--- src/rtl/heater_window_scheduler_pkg.sv ---
// Shared definitions for the time-proportional heater window scheduler.
package heater_window_scheduler_pkg;

  localparam int unsigned PID_W_DEFAULT  = 12;
  localparam int unsigned TIME_W_DEFAULT = 25;

  typedef enum logic [1:0] {
    ST_IDLE    = 2'd0,
    ST_CONVERT = 2'd1,
    ST_WAIT    = 2'd2,
    ST_RUN     = 2'd3
  } hws_state_t;

endpackage

--- src/rtl/heater_window_scheduler.sv ---
// Per window: pulse CONV_EN with the held PID value, capture the clamped on-time,
// then drive HEATER_ON for that many cycles of a WINDOW_CYCLES-long window.
module heater_window_scheduler
  import heater_window_scheduler_pkg::*;
#(
  parameter int unsigned        PID_W         = PID_W_DEFAULT,
  parameter int unsigned        TIME_W        = TIME_W_DEFAULT,
  parameter logic [TIME_W-1:0]  WINDOW_CYCLES = TIME_W'(20000000),
  parameter logic [TIME_W-1:0]  MIN_ON        = TIME_W'(100000),
  parameter int unsigned        CONV_LATENCY  = 1
) (
  input  logic              CLK,
  input  logic              RST_N,
  input  logic              ENABLE,
  input  logic              FAULT,
  input  logic              PID_VALID,
  input  logic [PID_W-1:0]  PID_RESPONSE,
  output logic              CONV_EN,
  output logic [PID_W-1:0]  CONV_PID,
  input  logic [TIME_W-1:0] TIME_VALUE,
  output logic              HEATER_ON,
  output logic              WINDOW_DONE,
  output logic              FAULT_LATCHED
);

  localparam int unsigned       LAT_W    = (CONV_LATENCY > 1) ? $clog2(CONV_LATENCY) : 1;
  localparam logic [LAT_W-1:0]  LAT_LAST = LAT_W'(CONV_LATENCY - 1);
  localparam logic [TIME_W-1:0] CNT_LAST = WINDOW_CYCLES - TIME_W'(1);

  hws_state_t        state, state_nxt;
  logic [TIME_W-1:0] cnt, cnt_nxt;
  logic [TIME_W-1:0] on_time, on_time_nxt;
  logic [TIME_W-1:0] clamped;
  logic [LAT_W-1:0]  lat_cnt, lat_cnt_nxt;
  logic [PID_W-1:0]  pid_hold;
  logic              fault_nxt;
  logic              heater_nxt;
  logic              abort;
  logic              last_cycle;

  assign CONV_PID = pid_hold;

  always_comb begin
    if (TIME_VALUE < MIN_ON)
      clamped = '0;
    else if (TIME_VALUE >= WINDOW_CYCLES)
      clamped = WINDOW_CYCLES;
    else
      clamped = TIME_VALUE;
  end

  always_comb begin
    state_nxt   = state;
    cnt_nxt     = cnt;
    on_time_nxt = on_time;
    lat_cnt_nxt = lat_cnt;
    fault_nxt   = FAULT_LATCHED;
    abort       = FAULT || !ENABLE;
    last_cycle  = (cnt == CNT_LAST);

    if (FAULT)
      fault_nxt = 1'b1;
    else if (!ENABLE)
      fault_nxt = 1'b0;

    if (abort) begin
      state_nxt   = ST_IDLE;
      cnt_nxt     = '0;
      lat_cnt_nxt = '0;
    end else begin
      unique case (state)
        ST_IDLE: begin
          if (!FAULT_LATCHED)
            state_nxt = ST_CONVERT;
        end
        ST_CONVERT: begin
          state_nxt   = ST_WAIT;
          lat_cnt_nxt = '0;
        end
        ST_WAIT: begin
          if (lat_cnt == LAT_LAST) begin
            on_time_nxt = clamped;
            cnt_nxt     = '0;
            state_nxt   = ST_RUN;
          end else begin
            lat_cnt_nxt = lat_cnt + LAT_W'(1);
          end
        end
        ST_RUN: begin
          if (last_cycle) begin
            cnt_nxt   = '0;
            state_nxt = ST_CONVERT;
          end else begin
            cnt_nxt = cnt + TIME_W'(1);
          end
        end
        default: state_nxt = ST_IDLE;
      endcase
    end

    // Heater register is loaded from next-state values so it lines up with cnt
    // and is already low in the cycle after the window ends.
    heater_nxt  = (state_nxt == ST_RUN) && (cnt_nxt < on_time_nxt);
    CONV_EN     = (state == ST_CONVERT);
    WINDOW_DONE = (state == ST_RUN) && last_cycle && !abort;
  end

  always_ff @(posedge CLK) begin
    if (!RST_N) begin
      state         <= ST_IDLE;
      cnt           <= '0;
      on_time       <= '0;
      lat_cnt       <= '0;
      pid_hold      <= '0;
      HEATER_ON     <= 1'b0;
      FAULT_LATCHED <= 1'b0;
    end else begin
      state         <= state_nxt;
      cnt           <= cnt_nxt;
      on_time       <= on_time_nxt;
      lat_cnt       <= lat_cnt_nxt;
      HEATER_ON     <= heater_nxt;
      FAULT_LATCHED <= fault_nxt;
      if (PID_VALID)
        pid_hold <= PID_RESPONSE;
    end
  end

endmodule

--- config.mk ---
export PLATFORM = sky130hd
export DESIGN_NAME = heater_window_scheduler
export DESIGN_NICKNAME = d
export VERILOG_FILES = /design/src/rtl/heater_window_scheduler_pkg.sv /design/src/rtl/heater_window_scheduler.sv
export SDC_FILE = /design/constraint.sdc
export NUM_CORES = 1
export LEC_CHECK = 0
export CAP_MARGIN = 20
export CORE_MARGIN = 2
export CORE_UTILIZATION = 54
export DETAILED_ROUTE_END_ITERATION = 6
export GPL_TIMING_DRIVEN = 1
export PLACE_DENSITY = 0.8
export SETUP_SLACK_MARGIN = 0.5
export SLEW_MARGIN = 5
export SYNTH_ARGS = -nofsm -noshare
export SYNTH_HDL_FRONTEND = slang
export SYNTH_SLANG_ARGS = --single-unit
--- constraint.sdc ---
create_clock -name CLK -period 3.95 [get_ports CLK]
set_clock_uncertainty 0.1 [all_clocks]
set_input_delay 0.79 -clock CLK [delete_from_list [all_inputs] [get_ports CLK]]
set_output_delay 0.79 -clock CLK [all_outputs]
set_load 0.1 [all_outputs]
# After elaboration in Yosys (flattened, before gate mapping)
# Cells that the tools add are included.
# W data, S select, Z words.
[word_totals]
out_inout_bits = 16
inputBits = 42
register_bits = 67
word_cells = 46
[op_classes]
reduce_logical = 9
addsub = 2
magnitude_cmp = 3
mux = 18
n_eq_ne = 6
n_bitwise = 1
[ops]
columns = ["cell", "n"]
rows = [
  ["$mux W25", 8],
  ["$pmux W25 S2", 1],
  ["$add A25 B1 Y25 const B", 1],
  ["$eq A25 B25 Y1 const B", 1],
  ["$ge A25 B25 Y1 const B", 1],
  ["$lt A25 B17 Y1 const B", 1],
  ["$lt A25 B25 Y1", 1],
  ["$mux W2", 4],
  ["$pmux W2 S4", 1],
  ["$eq A2 B2 Y1 const B", 3],
  ["$logic_and A1 B1 Y1", 3],
  ["$mux W1", 3],
  ["$eq A2 B1 Y1 const B", 1],
  ["$logic_not A1 Y1", 2],
  ["$logic_not A2 Y1", 1],
  ["$ne A2 B1 Y1 const B", 1],
  ["$pmux W1 S2", 1],
  ["$reduce_bool A2 Y1", 1],
  ["$reduce_or A2 Y1", 1],
  ["$add A1 B1 Y1 const B", 1],
  ["$logic_or A1 B1 Y1", 1],
  ["$not A1 Y1", 1],
]

# Logic depth before layout (Yosys ltp)
# Gate-level depths: netlist of run 1.
[logic_depth]
word_depth = 8
mapped_depth = 16
ltp_nobuf = 14

# Worst setup path after synthesis of run 1
# OpenSTA, ideal clock, no wires.
[synth_timing]
path_kind = "register -> output"
from = "reg cnt[12]"
to = "out WINDOW_DONE"
t_arrival_ns = 3.516
path_stages_with_launch = 5
required_ns = 3.060
path_buffers = 0
setup_slack_ns = -0.456
path_cell_list = "dfxtp_1 or4b_2 nor4_2 nand2_1 nor3_1"
[synth_via]
elab_chain_len = 3
[synth_rtl]
columns = ["element", "line", "text"]
rows = [
  ["from (decl)", "heater_window_scheduler.sv:31", "logic [TIME_W-1:0] cnt, cnt_nxt;"],
  ["from (signal assigned)", "heater_window_scheduler.sv:119", "cnt <= cnt_nxt;"],
  ["$eq A25 B25 Y1", "heater_window_scheduler.sv:59", "last_cycle = (cnt == CNT_LAST);"],
  ["$logic_and A1 B1 Y1 (2 in a row)", "heater_window_scheduler.sv:105", "WINDOW_DONE = (state == ST_RUN) && last_cycle && !abort;"],
  ["to (decl)", "heater_window_scheduler.sv:22", "output logic WINDOW_DONE,"],
]
# No other way between the ends.

# Final worst setup path of run 1
[layout_timing]
from = "reg cnt[17]"
to = "reg HEATER_ON"
[layout_via]
elab_chain_len = 6
word_cells_on_any_way = 12
cone_classes = "add/sub (1); order compare (1); eq/ne (2); mux (7); reduce/logical (1)"
[layout_rtl]
columns = ["element", "line", "text"]
rows = [
  ["$add A25 B1 Y25 / $eq A25 B25 Y1 (equally long branches)", "heater_window_scheduler.sv:94, heater_window_scheduler.sv:59", ""],
  ["$mux W25 (*)", "heater_window_scheduler.sv:90", "if (last_cycle) begin"],
  ["$pmux W25 S2 (*)", "heater_window_scheduler.sv:71", "unique case (state)"],
  ["$mux W25 (*)", "heater_window_scheduler.sv:66", "if (abort) begin"],
  ["via cnt_nxt[22]", "heater_window_scheduler.sv:31", ""],
  ["$lt A25 B25 Y1 (*)", "heater_window_scheduler.sv:103", "heater_nxt = (state_nxt == ST_RUN) && (cnt_nxt < on_time_nxt);"],
  ["$logic_and A1 B1 Y1 (*)", "heater_window_scheduler.sv:103", ""],
  ["to (signal assigned)", "heater_window_scheduler.sv:122", "HEATER_ON <= heater_nxt;"],
  ["to (decl)", "heater_window_scheduler.sv:21", "output logic HEATER_ON,"],
]
# The timed path passes the listed nets; every way through them passes the cells marked *.
# A chain may end at the register's enable or synchronous reset.

==> impl_metrics.py, run 1 <==
metrics = {
    "synthesis": {
        "yosys.area.top_type": "dfxtp_1",
        "synth-simple-area-share_pct": 31.8,
        "syn-cell-area_um2": 3730,
        "synth_top_family_by_area": "simple AND/OR/NAND/NOR gates",
        "yosys-top-cells-area": "dfxtp_1, ha_1, nor2b_1",
        "synthAdderAreaFrac_pct": 8.38,
        "synth_fp_nets": 518,
        "synth_edf_count": 0,
        "synth-xor-area-share_pct": 0,
        "ys_ff_latch": 66,
        "syn_inst": 451,
        "synthArstFlopShare_pct": 0,
        "synth_top_area_share_pct": 35.4,
        "ys_warn_count": 0,
        "synth_compound_area_share_pct": 18.0,
        "synthMuxAreaShare_pct": 3.49,
        "ys_seq_area_share_pct": 35.4,
        "synthFlopType": "dfxtp_1",
        "syn_area_per_cell_um2": 8.28,
        "synth.distinct_cells": 52,
    },
    "cts": {
        "ctsHoldBuffers": 0,
        "cts_htree_levels": 3,
        "tritoncts": "built",
        "cts.path.max_buffers": 2,
        "clk_pin_slew_worst_paths_ns": 0.08,
        "cts_buffers": 9,
        "insertion_delay_ns": 0.35,
        "cts_root_buf": "clkbuf_8",
        "cts.sinks": 66,
    },
    "timing": {
        "layout_setup_ws_ns": 0.564,
        "grt_setup_unrepaired": "true",
        "fin_crit_sh_pct": 85.7,
        "fin_tns_setup_ns": 0,
        "finalHoldViolCount": 0,
        "slew_headroom_pct": 33.2,
        "finalSetupViolCount": 0,
        "fin_crit_ns": 3.39,
        "drv_slew": 0,
        "worstMarginPinSlew_ns": 0.999,
        "fmax_mhz": 295,
    },
    "power": {
        "leakage_nw": 1.91,
        "vdd_drop_max_v": 0.000258,
        "p_per_area_nw_per_um2": 283,
    },
    "critical_path": {
        "crit_type": "reg -> reg",
        "cp_max_fo": 13,
        "startpoint_type": "flop",
        "worstReg2RegEnd": "HEATER_ON$_SDFF_PN0_",
        "slowest_delay_ns": 0.55,
        "rr_worst_depth": 14,
        "crit_slowest_cell": "or4b_4",
        "crit_path_cell_trace": "or4b_4 > nor4_4 > a21o_4 > buf_12 > o21ai_0 > a21oi_1 > nor2_1 > ha_1 > a21oi_2 > nor2b_1 > o21ai_1 > nand4b_1 > nor4_1 > a21boi_2",
        "cp_data_required_time_ns": 4.14,
        "r2r_setup_slack_ns": 0.56,
        "worstReg2RegStart": "cnt[17]$_SDFF_PN0_",
        "cp.arrival_ns": 3.57,
        "endpoint_kind": "flop",
    },
    "route": {
        "drtIter0Drc": 213,
        "firstDrtPassIters": 5,
        "post_drt_wl_per_cell_um": 16.9,
        "ant_nets": 0,
        "route.detailed.drc": 0,
        "wl_um": 10600,
        "dr_total_vias": 3820,
        "vias_per_cell": 6.11,
    },
    "worst_hold_path": {
        "hold_path.startpoint": "CONV_PID[3]$_SDFFE_PN0P_",
        "min_to": "CONV_PID[3]$_SDFFE_PN0P_",
        "min_path_cells": 2,
        "hold_path.class": "reg -> reg",
    },
    "floorplan": {
        "rows": 30,
        "fp.dieArea_um2": 7600,
        "core_area_um2": 6760,
        "ios": 58,
        "die_w_um": 87.2,
        "fp.dieH_um": 87.2,
        "initial_core_util_pct": 55.3,
    },
    "final_layout": {
        "diodes": 0,
        "n_fill_cell": 475,
        "fin_nets": 607,
        "final_common_cell": "nor2_1",
        "mostFrequentLayoutCells": "nor2_1, dfxtp_1, nor2b_1",
        "drive_above_1_share_pct": 20.4,
        "design_area_um2": 5120,
        "area_growth_pct": 37.1,
    },
    "placement": {
        "io_buffers": 57,
        "hpwl_um": 6940,
        "gp_congestion": 0.898,
        "dpl_cell_area_um2": 4450,
        "place_ws_ns": 0.0281,
    },
    "global_route": {
        "grt_pass1_wl_um": 16600,
        "grt_overflow_total": 0,
        "first_global_vias": 3567,
        "grt_max_degree": 37,
        "grt_util_all_layers_pct": 27.6,
        "antenna_found_initial": 0,
    },
    "outcome": {
        "status": "complete, no violations",
    },
    "flow_run": {
        "max-cap-violations": 0,
    },
}
==> logic make-up after synthesis <==
group           Yosys count
mux                      13
compound gates          105
simple gates            218
fa+ha+maj                25
buf+inv                  24
flops                    66
==> metrics by stage <==
stage | total power [mW] | utilization [%] | instances | hold slack [ns]
floorplan | 0.802 | - | 451 | 0.373
global placement | 0.876 | 65.8 | 579 | 0.395
detailed placement | 0.879 | 65.8 | 579 | 0.406
CTS | 1.45 | 73.3 | 623 | 0.426
global route | 1.50 | 75.8 | 625 | 0.451
finish | 1.45 | 75.8 | 625 | 0.420
==> synthesized netlist by cell type, drive strengths merged (4+ instances only) <==
| library cell | number |
|---|---|
| a21oi | 29 |
| a22oi | 23 |
| a2bb2oi | 4 |
| and3 | 7 |
| and4 | 6 |
| buf | 10 |
| clkbuf | 13 |
| dfxtp | 66 |
| ha | 25 |
| mux2i | 13 |
| nand2 | 21 |
| nand3 | 8 |
| nand4 | 11 |
| nor2 | 63 |
| nor2b | 49 |
| nor3 | 19 |
| nor3b | 8 |
| nor4 | 11 |
| o21ai | 24 |
==> power breakdown <==
| part | leakage [nW] | switching [mW] | internal (mW) |
|---|---|---|---|
| clock | 0.0921 | 0.290 | 0.295 |
| sequential | 0.538 | 0.00529 | 0.671 |
| combinational | 1.28 | 0.114 | 0.0744 |
==> per-layer routing <==
layer / share of wire, % / up-vias / wire length, um / track usage, %
li1: - / 1849 / - / -
met1: 43 / 1799 / 4530 / 37.1
met2: 48 / 150 / 5100 / 44.7
met3: 7.1 / 22 / 753 / 5.69
met4: 1.9 / 0 / 203 / 8.67
met5: 0 / - / 0 / 0
==> layout make-up <==
class | count | area [um2] | share of cell area (%)
Clock buffer | 9 | 124 | 2.42
Clock inverter | 7 | 78.8 | 1.54
Inverter | 1 | 3.75 | 0.0733
Multi-Input combinational cell | 361 | 2530 | 49.4
Sequential cell | 66 | 1340 | 26.1
Tap cell | 80 | 100 | 1.96
Timing Repair Buffer | 101 | 945 | 18.5
==> timing repair <==
action                                  4_1_cts  5_1_grt
endpoints found under the setup margin        1        2
cloned                                        1        0
setup buffers                                27        2
gates resized for setup                      28       50
pin swaps                                    13       34
hold endpoints to repair                      0        0
==> flip-flops by register name, summed over array words and instances (netlist names) <==
signal         cells
cnt               25
on_time           25
CONV_PID          12
state              2
FAULT_LATCHED      1
HEATER_ON          1
==> how the worst max path moves through the flow <==
stage / end / slack, ns / startpoint
6_report: HEATER_ON$_SDFF_PN0_ / 0.56 / cnt[17]$_SDFF_PN0_
5_1_grt: HEATER_ON$_SDFF_PN0_ / 0.36 / cnt[0]$_SDFF_PN0_
2_1_floorplan: HEATER_ON$_SDFF_PN0_ / 0.37 / FAULT
3_5_place_dp: HEATER_ON$_SDFF_PN0_ / 0.03 / TIME_VALUE[13]
3_3_place_gp: HEATER_ON$_SDFF_PN0_ / 0.10 / TIME_VALUE[18]
4_1_cts: HEATER_ON$_SDFF_PN0_ / 0.51 / TIME_VALUE[10]
==> critical path: cells and delay by family, from the launching register on <==
family | cells | cell delay, ns
simple gates | 6 | 1.31
flops | 1 | 0.37
fa+ha+maj | 1 | 0.32
compound gates | 6 | 1.08
buf+inv | 1 | 0.14
Note: power is estimated with default switching activity, not from simulation.
==> run 2: changes to the inputs <==
Settings changed: CORE_UTILIZATION 54 to 58, PLACE_DENSITY 0.8 to 0.85.
Clock period 3.95 ns to 3.9 ns, I/O delays scaled along.
==> run 2 against run 1 <==
- critical path depth grew 1
- core utilization increased by 4.0 points
- sequential share of layout area rose by 0.43 points
- cell area decreased by 2.2%
- combinational power grew 5%
- wire length increased by 6.0%
- clock power about the same
- first-iteration DRC count rose by 57%
- setup slack got worse by 0.27 ns
- register-to-register slack got worse by 0.27 ns
- critical path type unchanged
==> impl_metrics.py, run 2 (same netlist as run 1, synthesis figures left out) <==
metrics = {
    "worst_hold_path": {
        "hold_path.class": "reg -> reg",
        "min_path_cells": 2,
        "hold_path.startpoint": "on_time[20]$_SDFF_PN0_",
        "min_to": "on_time[20]$_SDFF_PN0_",
    },
    "cts": {
        "cts.path.max_buffers": 2,
        "tritoncts": "built",
        "cts.sinks": 66,
        "cts_buffers": 9,
        "cts_root_buf": "clkbuf_8",
        "cts_htree_levels": 3,
        "insertion_delay_ns": 0.35,
        "clk_pin_slew_worst_paths_ns": 0.08,
    },
    "critical_path": {
        "cp_data_required_time_ns": 4.09,
        "crit_buf_inv": 2,
        "endpoint_kind": "flop",
        "cp.arrival_ns": 3.79,
        "worstReg2RegEnd": "HEATER_ON$_SDFF_PN0_",
        "critical_path.top_delay_family": "simple AND/OR/NAND/NOR gates",
        "crit_path_cell_trace": "or4b_4 > nor4_4 > buf_4 > buf_4 > a21oi_4 > a31o_2 > o21ai_2 > nor2_1 > ha_1 > a21oi_1 > o21ai_0 > nand2b_1 > a21oi_1 > nor4_1 > a21boi_2",
        "worstReg2RegStart": "cnt[12]$_SDFF_PN0_",
        "rr_worst_depth": 15,
        "startpoint_type": "flop",
        "slowest_delay_ns": 0.56,
        "cp_max_fo": 13,
        "crit_type": "reg -> reg",
        "crit_slowest_cell": "or4b_4",
        "r2r_setup_slack_ns": 0.30,
    },
    "timing": {
        "fmax_mhz": 278,
        "drv_slew": 0,
        "slew_headroom_pct": 34.7,
        "worstMarginPinSlew_ns": 0.976,
        "fin_crit_ns": 3.60,
        "finalSetupViolCount": 0,
        "fin_tns_setup_ns": 0,
        "grt_setup_unrepaired": "true",
        "finalHoldViolCount": 0,
        "fin_crit_sh_pct": 92.4,
    },
    "global_route": {
        "grt_max_degree": 39,
        "grt_overflow_total": 0,
        "grt_pass1_wl_um": 17500,
        "first_global_vias": 3731,
        "grt_util_all_layers_pct": 30.5,
        "antenna_found_initial": 0,
    },
    "route": {
        "post_drt_wl_per_cell_um": 18.5,
        "dr_total_vias": 3881,
        "firstDrtPassIters": 6,
        "drtIter0Drc": 335,
        "wl_um": 11200,
        "route.detailed.drc": 0,
        "ant_nets": 0,
        "vias_per_cell": 6.40,
    },
    "final_layout": {
        "mostFrequentLayoutCells": "dfxtp_1, nor2_1, nor2b_1",
        "design_area_um2": 5000,
        "fin_nets": 591,
        "diodes": 0,
        "drive_above_1_share_pct": 17.0,
        "area_growth_pct": 34.0,
        "stdcell_count": 606,
        "n_fill_cell": 371,
    },
    "power": {
        "p_sw_uw": 416,
        "power.internal_mw": 1.05,
        "p_comb_share_pct": 13.5,
        "p_sw_share_pct": 28.3,
        "seqPwrFrac_pct": 46.7,
        "p_total_mw": 1.47,
        "vdd_drop_max_v": 0.000365,
        "leakage_nw": 1.88,
        "p_per_area_nw_per_um2": 294,
        "clkPwrFrac_pct": 39.8,
    },
    "floorplan": {
        "die_w_um": 84.2,
        "core_area_um2": 6280,
        "ios": 58,
        "rows": 29,
        "fp.dieArea_um2": 7090,
        "initial_core_util_pct": 59.5,
        "fp.dieH_um": 84.2,
    },
    "placement": {
        "hpwl_um": 6870,
        "gp_congestion": 0.888,
        "placed_cells": 578,
        "dpl_cell_area_um2": 4460,
        "io_buffers": 57,
    },
    "flow_run": {
        "max-cap-violations": 0,
    },
    "outcome": {
        "status": "complete, no violations",
    },
}
-- run 2: area by class of cell --
cell class	count	area [um2]	area share [%]
clock buffer	9	124	2.48
clock inverter	7	70.1	1.40
inverter	1	3.75	0.0750
multi-input combinational	361	2520	50.4
sequential	66	1330	26.5
tap	77	96.3	1.93
timing repair buffer	85	862	17.2
-- run 2: layer usage --
metal | share of wire, % | routed length, um | GRT usage [%]
met1 | 41 | 4610 | 39.3
met2 | 48 | 5380 | 49.0
met3 | 7.7 | 861 | 5.21
met4 | 3.2 | 361 | 16.1
met5 | 0 | 0 | 0
-- run 2: how the worst max path moves through the flow --
stage          depth (start not counted)  slack [ns]          startpoint                    to
2_1_floorplan                         16        0.33               FAULT  HEATER_ON$_SDFF_PN0_
3_3_place_gp                          14        0.07      TIME_VALUE[19]  HEATER_ON$_SDFF_PN0_
3_5_place_dp                          13       -0.02              ENABLE  HEATER_ON$_SDFF_PN0_
4_1_cts                               17        0.50      TIME_VALUE[19]  HEATER_ON$_SDFF_PN0_
5_1_grt                               15        0.22  cnt[12]$_SDFF_PN0_  HEATER_ON$_SDFF_PN0_
6_report                              15        0.30  cnt[12]$_SDFF_PN0_  HEATER_ON$_SDFF_PN0_
-- run 2: worst reg2reg max path, cell delays in order, from the launching register on --
cell	delay [ns]
dfxtp_2	0.36
or4b_4	0.56
nor4_4	0.34
buf_4	0.17
buf_4	0.12
a21oi_4	0.12
a31o_2	0.25
o21ai_2	0.09
nor2_1	0.08
ha_1	0.34
a21oi_1	0.16
o21ai_0	0.14
nand2b_1	0.10
a21oi_1	0.06
nor4_1	0.29
a21boi_2	0.24
-- run 2: power by group through the flow --
stage / combinational (mW) / sequential [mW] / clock (mW)
floorplan: 0.0520 / 0.760 / 0
global placement: 0.185 / 0.702 / 0
detailed placement: 0.187 / 0.703 / 0
CTS: 0.190 / 0.686 / 0.583
global route: 0.206 / 0.688 / 0.618
finish: 0.198 / 0.687 / 0.585
-- run 2: through the flow --
| step | util, % | setup slack, ns | hold WS [ns] |
|---|---|---|---|
| after floorplan | - | 0.331 | 0.373 |
| after global placement | 71.0 | 0.0683 | 0.394 |
| after detailed placement | 71.0 | -0.0191 | 0.408 |
| after CTS | 77.5 | 0.500 | 0.431 |
| after global routing | 79.7 | 0.224 | 0.446 |
| final | 79.7 | 0.297 | 0.422 |
-- run 2: repair_timing --
item,4_1_cts,5_1_grt
pin swaps,18,12
gates cloned,1,0
setup endpoints to repair,1,1
hold buffers,0,0
setup buffers,7,4
resized for setup,42,21
hold endpoints to repair,0,0
